**src/rtl/onehot_event_hist.sv**
```systemverilog
// Per-line saturating event histogram fed by a one-hot encoder, with a sticky
// multi-hot error flag and a valid/ready serial dump port that can drain counts.
module onehot_event_hist #(
    parameter int N  = 15,
    parameter int CW = 8
) (
    input  logic          clk,
    input  logic          rst,
    input  logic [N-1:0]  oh_in,
    input  logic          clr,
    input  logic          dump_start,
    input  logic          clr_on_dump,
    input  logic          dump_ready,
    output logic          dump_valid,
    output logic [3:0]    dump_idx,
    output logic [CW-1:0] dump_data,
    output logic          dump_last,
    output logic          busy,
    output logic          err_multi
);
    typedef enum logic {IDLE = 1'b0, DUMP = 1'b1} state_t;

    localparam logic [3:0] LAST_IDX = 4'(N - 1);

    state_t               state_q, state_d;
    logic                 cod_q, cod_d;
    logic [3:0]           idx_q, idx_d;
    logic [CW-1:0]        data_q, data_d;
    logic                 valid_q, valid_d;
    logic                 last_q, last_d;
    logic                 err_q, err_d;

    logic                 multi;
    logic [N-1:0]         ev;
    logic                 hs;
    logic [N-1:0][CW-1:0] cnt_nx;
    logic [3:0]           nxt_idx;
    logic [CW-1:0]        nxt_data;

    // x & (x-1) is non-zero exactly when two or more bits are set
    assign multi   = |(oh_in & (oh_in - N'(1)));
    assign ev      = multi ? '0 : oh_in;
    assign hs      = valid_q & dump_ready;
    assign nxt_idx = idx_q + 4'd1;

    generate
        for (genvar gi = 0; gi < N; gi++) begin : g_cnt
            logic [CW-1:0] cnt_q, cnt_d;
            logic [CW:0]   sum;
            logic          drain;

            assign drain = hs & cod_q & (idx_q == 4'(gi));

            // Drain subtracts only what was reported, so events since the beat load survive
            always_comb begin
                if (drain) begin
                    sum = {1'b0, cnt_q} - {1'b0, data_q} + {{CW{1'b0}}, ev[gi]};
                end else begin
                    sum = {1'b0, cnt_q} + {{CW{1'b0}}, ev[gi]};
                end
                cnt_d = sum[CW] ? '1 : sum[CW-1:0];
                if (clr) begin
                    cnt_d = '0;
                end
            end

            always_ff @(posedge clk or negedge rst) begin
                if (!rst) begin
                    cnt_q <= '0;
                end else begin
                    cnt_q <= cnt_d;
                end
            end

            assign cnt_nx[gi] = cnt_d;
        end
    endgenerate

    always_comb begin
        nxt_data = '0;
        for (int i = 0; i < N; i++) begin
            if (nxt_idx == 4'(i)) begin
                nxt_data = cnt_nx[i];
            end
        end
    end

    always_comb begin
        state_d = state_q;
        cod_d   = cod_q;
        idx_d   = idx_q;
        data_d  = data_q;
        valid_d = valid_q;
        last_d  = last_q;
        err_d   = err_q | multi;

        case (state_q)
            IDLE: begin
                if (dump_start) begin
                    state_d = DUMP;
                    cod_d   = clr_on_dump;
                    idx_d   = 4'd0;
                    data_d  = cnt_nx[0];
                    valid_d = 1'b1;
                    last_d  = 1'b0;
                end
            end
            DUMP: begin
                if (hs) begin
                    if (idx_q == LAST_IDX) begin
                        state_d = IDLE;
                        idx_d   = 4'd0;
                        data_d  = '0;
                        valid_d = 1'b0;
                        last_d  = 1'b0;
                    end else begin
                        idx_d   = nxt_idx;
                        data_d  = nxt_data;
                        last_d  = (nxt_idx == LAST_IDX);
                    end
                end
            end
            default: state_d = IDLE;
        endcase

        if (clr) begin
            state_d = IDLE;
            cod_d   = 1'b0;
            idx_d   = 4'd0;
            data_d  = '0;
            valid_d = 1'b0;
            last_d  = 1'b0;
            err_d   = 1'b0;
        end
    end

    always_ff @(posedge clk or negedge rst) begin
        if (!rst) begin
            state_q <= IDLE;
            cod_q   <= 1'b0;
            idx_q   <= 4'd0;
            data_q  <= '0;
            valid_q <= 1'b0;
            last_q  <= 1'b0;
            err_q   <= 1'b0;
        end else begin
            state_q <= state_d;
            cod_q   <= cod_d;
            idx_q   <= idx_d;
            data_q  <= data_d;
            valid_q <= valid_d;
            last_q  <= last_d;
            err_q   <= err_d;
        end
    end

    assign dump_valid = valid_q;
    assign dump_idx   = idx_q;
    assign dump_data  = data_q;
    assign dump_last  = last_q;
    assign busy       = (state_q != IDLE);
    assign err_multi  = err_q;
endmodule

```
**config.mk**
```make
export PLATFORM = sky130hd
export DESIGN_NAME = onehot_event_hist
export DESIGN_NICKNAME = d
export VERILOG_FILES = /design/src/rtl/onehot_event_hist.sv
export SDC_FILE = /design/constraint.sdc
export NUM_CORES = 1
export LEC_CHECK = 0
export CORE_MARGIN = 2
export CORE_UTILIZATION = 45
export DETAILED_ROUTE_END_ITERATION = 7
export PLACE_DENSITY = 0.67
export SYNTH_ARGS = -nofsm -noshare
export SYNTH_HDL_FRONTEND = slang
export SYNTH_SLANG_ARGS = --single-unit
```
**constraint.sdc**
```tcl
create_clock -name clk -period 5.4 [get_ports clk]
set_input_delay 1.62 -clock clk [delete_from_list [all_inputs] [get_ports clk]]
set_output_delay 1.62 -clock clk [all_outputs]
set_load 0.01 [all_outputs]
```
==> flow_metrics.tcl <==
set metrics [dict create \
    path_buf_inv 4 \
    hold_class "reg2reg" \
    endpoint "dump_data[0]" \
    synth_edf_count 0 \
    pin_count 37 \
    yosysWarnings 0 \
    start_util_pct 45.4 \
    reg2regPathDepth 14 \
    placed_area_mm2 0.0190 \
    ys_seq_elements 137 \
    critical-path-top-delay-family "compound AO/OA/AOI/OAI gates" \
    diodes 0 \
    htreeDepth 4 \
    wl_per_cell_um 20.3 \
    rsz0062_at_grt "true" \
    drv_cap 0 \
    grtUsageMet2_pct 50.7 \
    critPathSlowestCell "o41a_1" \
    cts_buffers 17 \
    setup_viol 34 \
    worstPathArrival_ns 6.32 \
    violations "setup timing" \
    nets 2627 \
    final_util_pct 60.0 \
    vias_per_cell 6.06 \
    grt_start_max_net_pins 91 \
    whs_ns 0.553 \
    drcViolationCount 0 \
    io_buffers 36 \
    end_kind "flop" \
    tns_ns -7.10 \
    layout-drive-gt1-share_pct 25.6 \
    fin_skew_ns 0.0120 \
    coreArea_mm2 0.0354 \
    max_freq_mhz 167 \
    clkLatencyLatePin_ns 0.43 \
    clockBufferDepth 2 \
    slowest_delay_ns 0.43 \
    startpoint_type "input pin" \
    grt.overflow.total 0 \
    hold_viol_final 0 \
    syn2layout_area_growth_pct 32.2 \
    ys.flop_type "dfrtp_1" \
    routed_wl_mm 56.9 \
    fillers 3036 \
    syn_nets 2280 \
    fin_crit_sh_pct 111 \
    tightest_slew_ns 1.07 \
    r2r-end "dump_data[7]" \
    power.density_mw_per_mm2 152 \
    dieHeight_um 193 \
    peakVddDrop_uv 210 \
    clk_pin_slew_ns 0.07 \
    async_flop_share_pct 100 \
    cts-root-buf "clkbuf_16" \
    vias 16940 \
    netlist_area_mm2 0.0161 \
    hpwl_mm 42.7 \
    busiest_layer "met2" \
    cp_max_fo 2 \
    path_depth 26 \
    fin_ws_ns -0.600 \
    r2r_setup_slack_ns 0.93 \
    grt_use_total_pct 30.9 \
    grt_first_pass_wirelength_mm 89.7 \
    syn_area_per_cell_um2 8.14 \
    status "complete, but fails checks" \
    drt_iter0_markers 1673 \
    grt_pass1_vias 16609 \
    clock_sinks 137 \
    grt_util_met3_pct 4.11 \
    seq_area_frac_synth_pct 21.3 \
    synthCells 1974 \
    ant_nets 0 \
    grt_util_met1_pct 41.5 \
    rows 69 \
    critPathKind "in2reg" \
    power_leakage_nw 9.77 \
    r2r-start "dump_data[3]" \
    cts_tree "done" \
    die_w_um 193 \
    synth_cell_type_count 80 \
    required_ns 5.72 \
    min_period_ns 6.00 \
    maxSlewHeadroom_pct 28.2 \
    antenna_found_initial 0 \
    drv_slew 0 \
    crit_start "oh_in[3]" \
    dieArea_mm2 0.0372 \
    dr.pass1.iters 6 \
    routabilityCongestion 0.967 \
    stdcell_area_mm2 0.0212 \
]
area by class of cell:
cell class | instances | area, um2 | share of cell area (%)
clock buffers | 17 | 425 | 2.00
clock inverters | 15 | 213 | 1.00
inverters | 106 | 400 | 1.89
multi-input cells | 1681 | 13200 | 62.0
flip-flops and latches | 137 | 3430 | 16.1
well taps | 461 | 577 | 2.72
repair buffers | 378 | 3030 | 14.3
per-stage QoR:
step | setup slack [ns] | cells | power, mW
final | -0.600 | 2795 | 3.22
after global routing | -0.778 | 2795 | 3.34
after CTS | -0.634 | 2783 | 3.18
after detailed placement | -1.75 | 2695 | 1.78
after global placement | -1.75 | 2695 | 1.77
after floorplan | -0.762 | 1974 | 1.50
worst register-to-register path, cell delays in order, from the launching register on:
cell and delay [ns]:
dfrtp_1 0.45, inv_1 0.67, ha_1 0.37, ha_1 0.35, o21a_1 0.20, o31a_1 0.11
o221a_1 0.25, buf_4 0.14, o21a_1 0.17, or3_4 0.38, a221oi_4 0.29, nor2_1 0.07
or4_4 0.55, o31ai_4 0.24, a221oi_2 0.09
report_power, final:
part           switching, mW  leakage (nW)  internal, mW
registers             0.0108          1.91          1.03
clock network          0.529         0.307         0.785
logic                  0.458          7.56         0.404
total                  0.998          9.77          2.22
layout by cell type, fill, tap and decap left out, drive strengths merged, types with 28 or more instances in the layout:
| cell | netlist | final |
|---|---|---|
| buf | 18 | 347 |
| ha | 270 | 270 |
| nor2 | 195 | 195 |
| a21oi | 165 | 165 |
| nand2 | 152 | 152 |
| dfrtp | 137 | 137 |
| o21ai | 126 | 126 |
| inv | 105 | 111 |
| xnor2 | 84 | 84 |
| xor2 | 74 | 74 |
| nand3 | 70 | 70 |
| nor3 | 53 | 53 |
| o21a | 39 | 39 |
| a211oi | 39 | 39 |
| nor2b | 33 | 33 |
| a31oi | 30 | 30 |
| a21o | 28 | 28 |
| and2 | 28 | 28 |
registers in the layout, indices dropped and copies added, names as in the netlist:
name         flops
dump_valid       1
busy             1
g_cnt.cnt_q    120
cod_q            1
dump_last        1
err_multi        1
dump_idx         4
dump_data        8
what timing repair did:
item | 4_1_cts | 5_1_grt
resized for setup | 196 | 59
setup buffers | 61 | 14
endpoints found under the setup margin | 114 | 107
gates cloned | 0 | 0
hold buffers | 0 | 0
pin swaps | 91 | 52
cells by family (layout without fill, tap and decap cells):
| family | count (synthesis) | in the layout | synth area share (%) |
|---|---|---|---|
| AOI/OAI and AO/OA | 573 | 573 | 22.9 |
| xor gates and xnor gates | 158 | 158 | 8.62 |
| adders and majority gates | 288 | 288 | 23.1 |
| buffers and inverters | 156 | 516 | 3.81 |
| DFF | 137 | 137 | 21.3 |
| muxes | 11 | 11 | 0.685 |
| and+or+nand+nor | 651 | 651 | 19.6 |
worst min path at each step:
| stage | startpoint | to | slack [ns] | cells after the start |
|---|---|---|---|---|
| 2_1_floorplan | dump_last | dump_last | 0.52 | 2 |
| 3_3_place_gp | cod_q | cod_q | 0.54 | 2 |
| 3_5_place_dp | dump_last | dump_last | 0.53 | 2 |
| 4_1_cts | dump_last | dump_last | 0.54 | 2 |
| 5_1_grt | err_multi | err_multi | 0.60 | 2 |
| 6_report | err_multi | err_multi | 0.55 | 2 |
per-layer routing:
metal / up-vias / routed length [um]
li1: 7900 / -
met1: 8184 / 24500
met2: 702 / 26000
met3: 154 / 4180
met4: 0 / 2210
met5: - / 0
cell usage after synthesis, drive strengths merged, types with 7 or more instances:
master | number | area (um2)
o211ai | 12 | 90.1
xor2 | 74 | 648
nand3 | 70 | 355
nand2b | 20 | 125
a211o | 7 | 61.3
nor3 | 53 | 265
nor2b | 33 | 214
and2 | 28 | 175
or3 | 20 | 125
a21oi | 165 | 826
a21o | 28 | 210
dfrtp | 137 | 3430
and3 | 22 | 138
a31oi | 30 | 188
nand4 | 15 | 93.8
o21bai | 14 | 105
o21a | 39 | 293
o21ai | 126 | 631
o31a | 7 | 61.3
mux2i | 11 | 110
xnor2 | 84 | 736
nand2 | 152 | 571
fa | 15 | 300
o221ai | 7 | 61.3
or2 | 12 | 75.1
inv | 105 | 394
o221a | 9 | 101
o22ai | 10 | 62.6
a22oi | 10 | 75.1
a221oi | 9 | 85.1
clkbuf | 32 | 120
buf | 18 | 93.8
ha | 270 | 3380
nor2 | 195 | 742
o31ai | 12 | 90.1
a211oi | 39 | 293
Power figures use the tool's default switching activity.
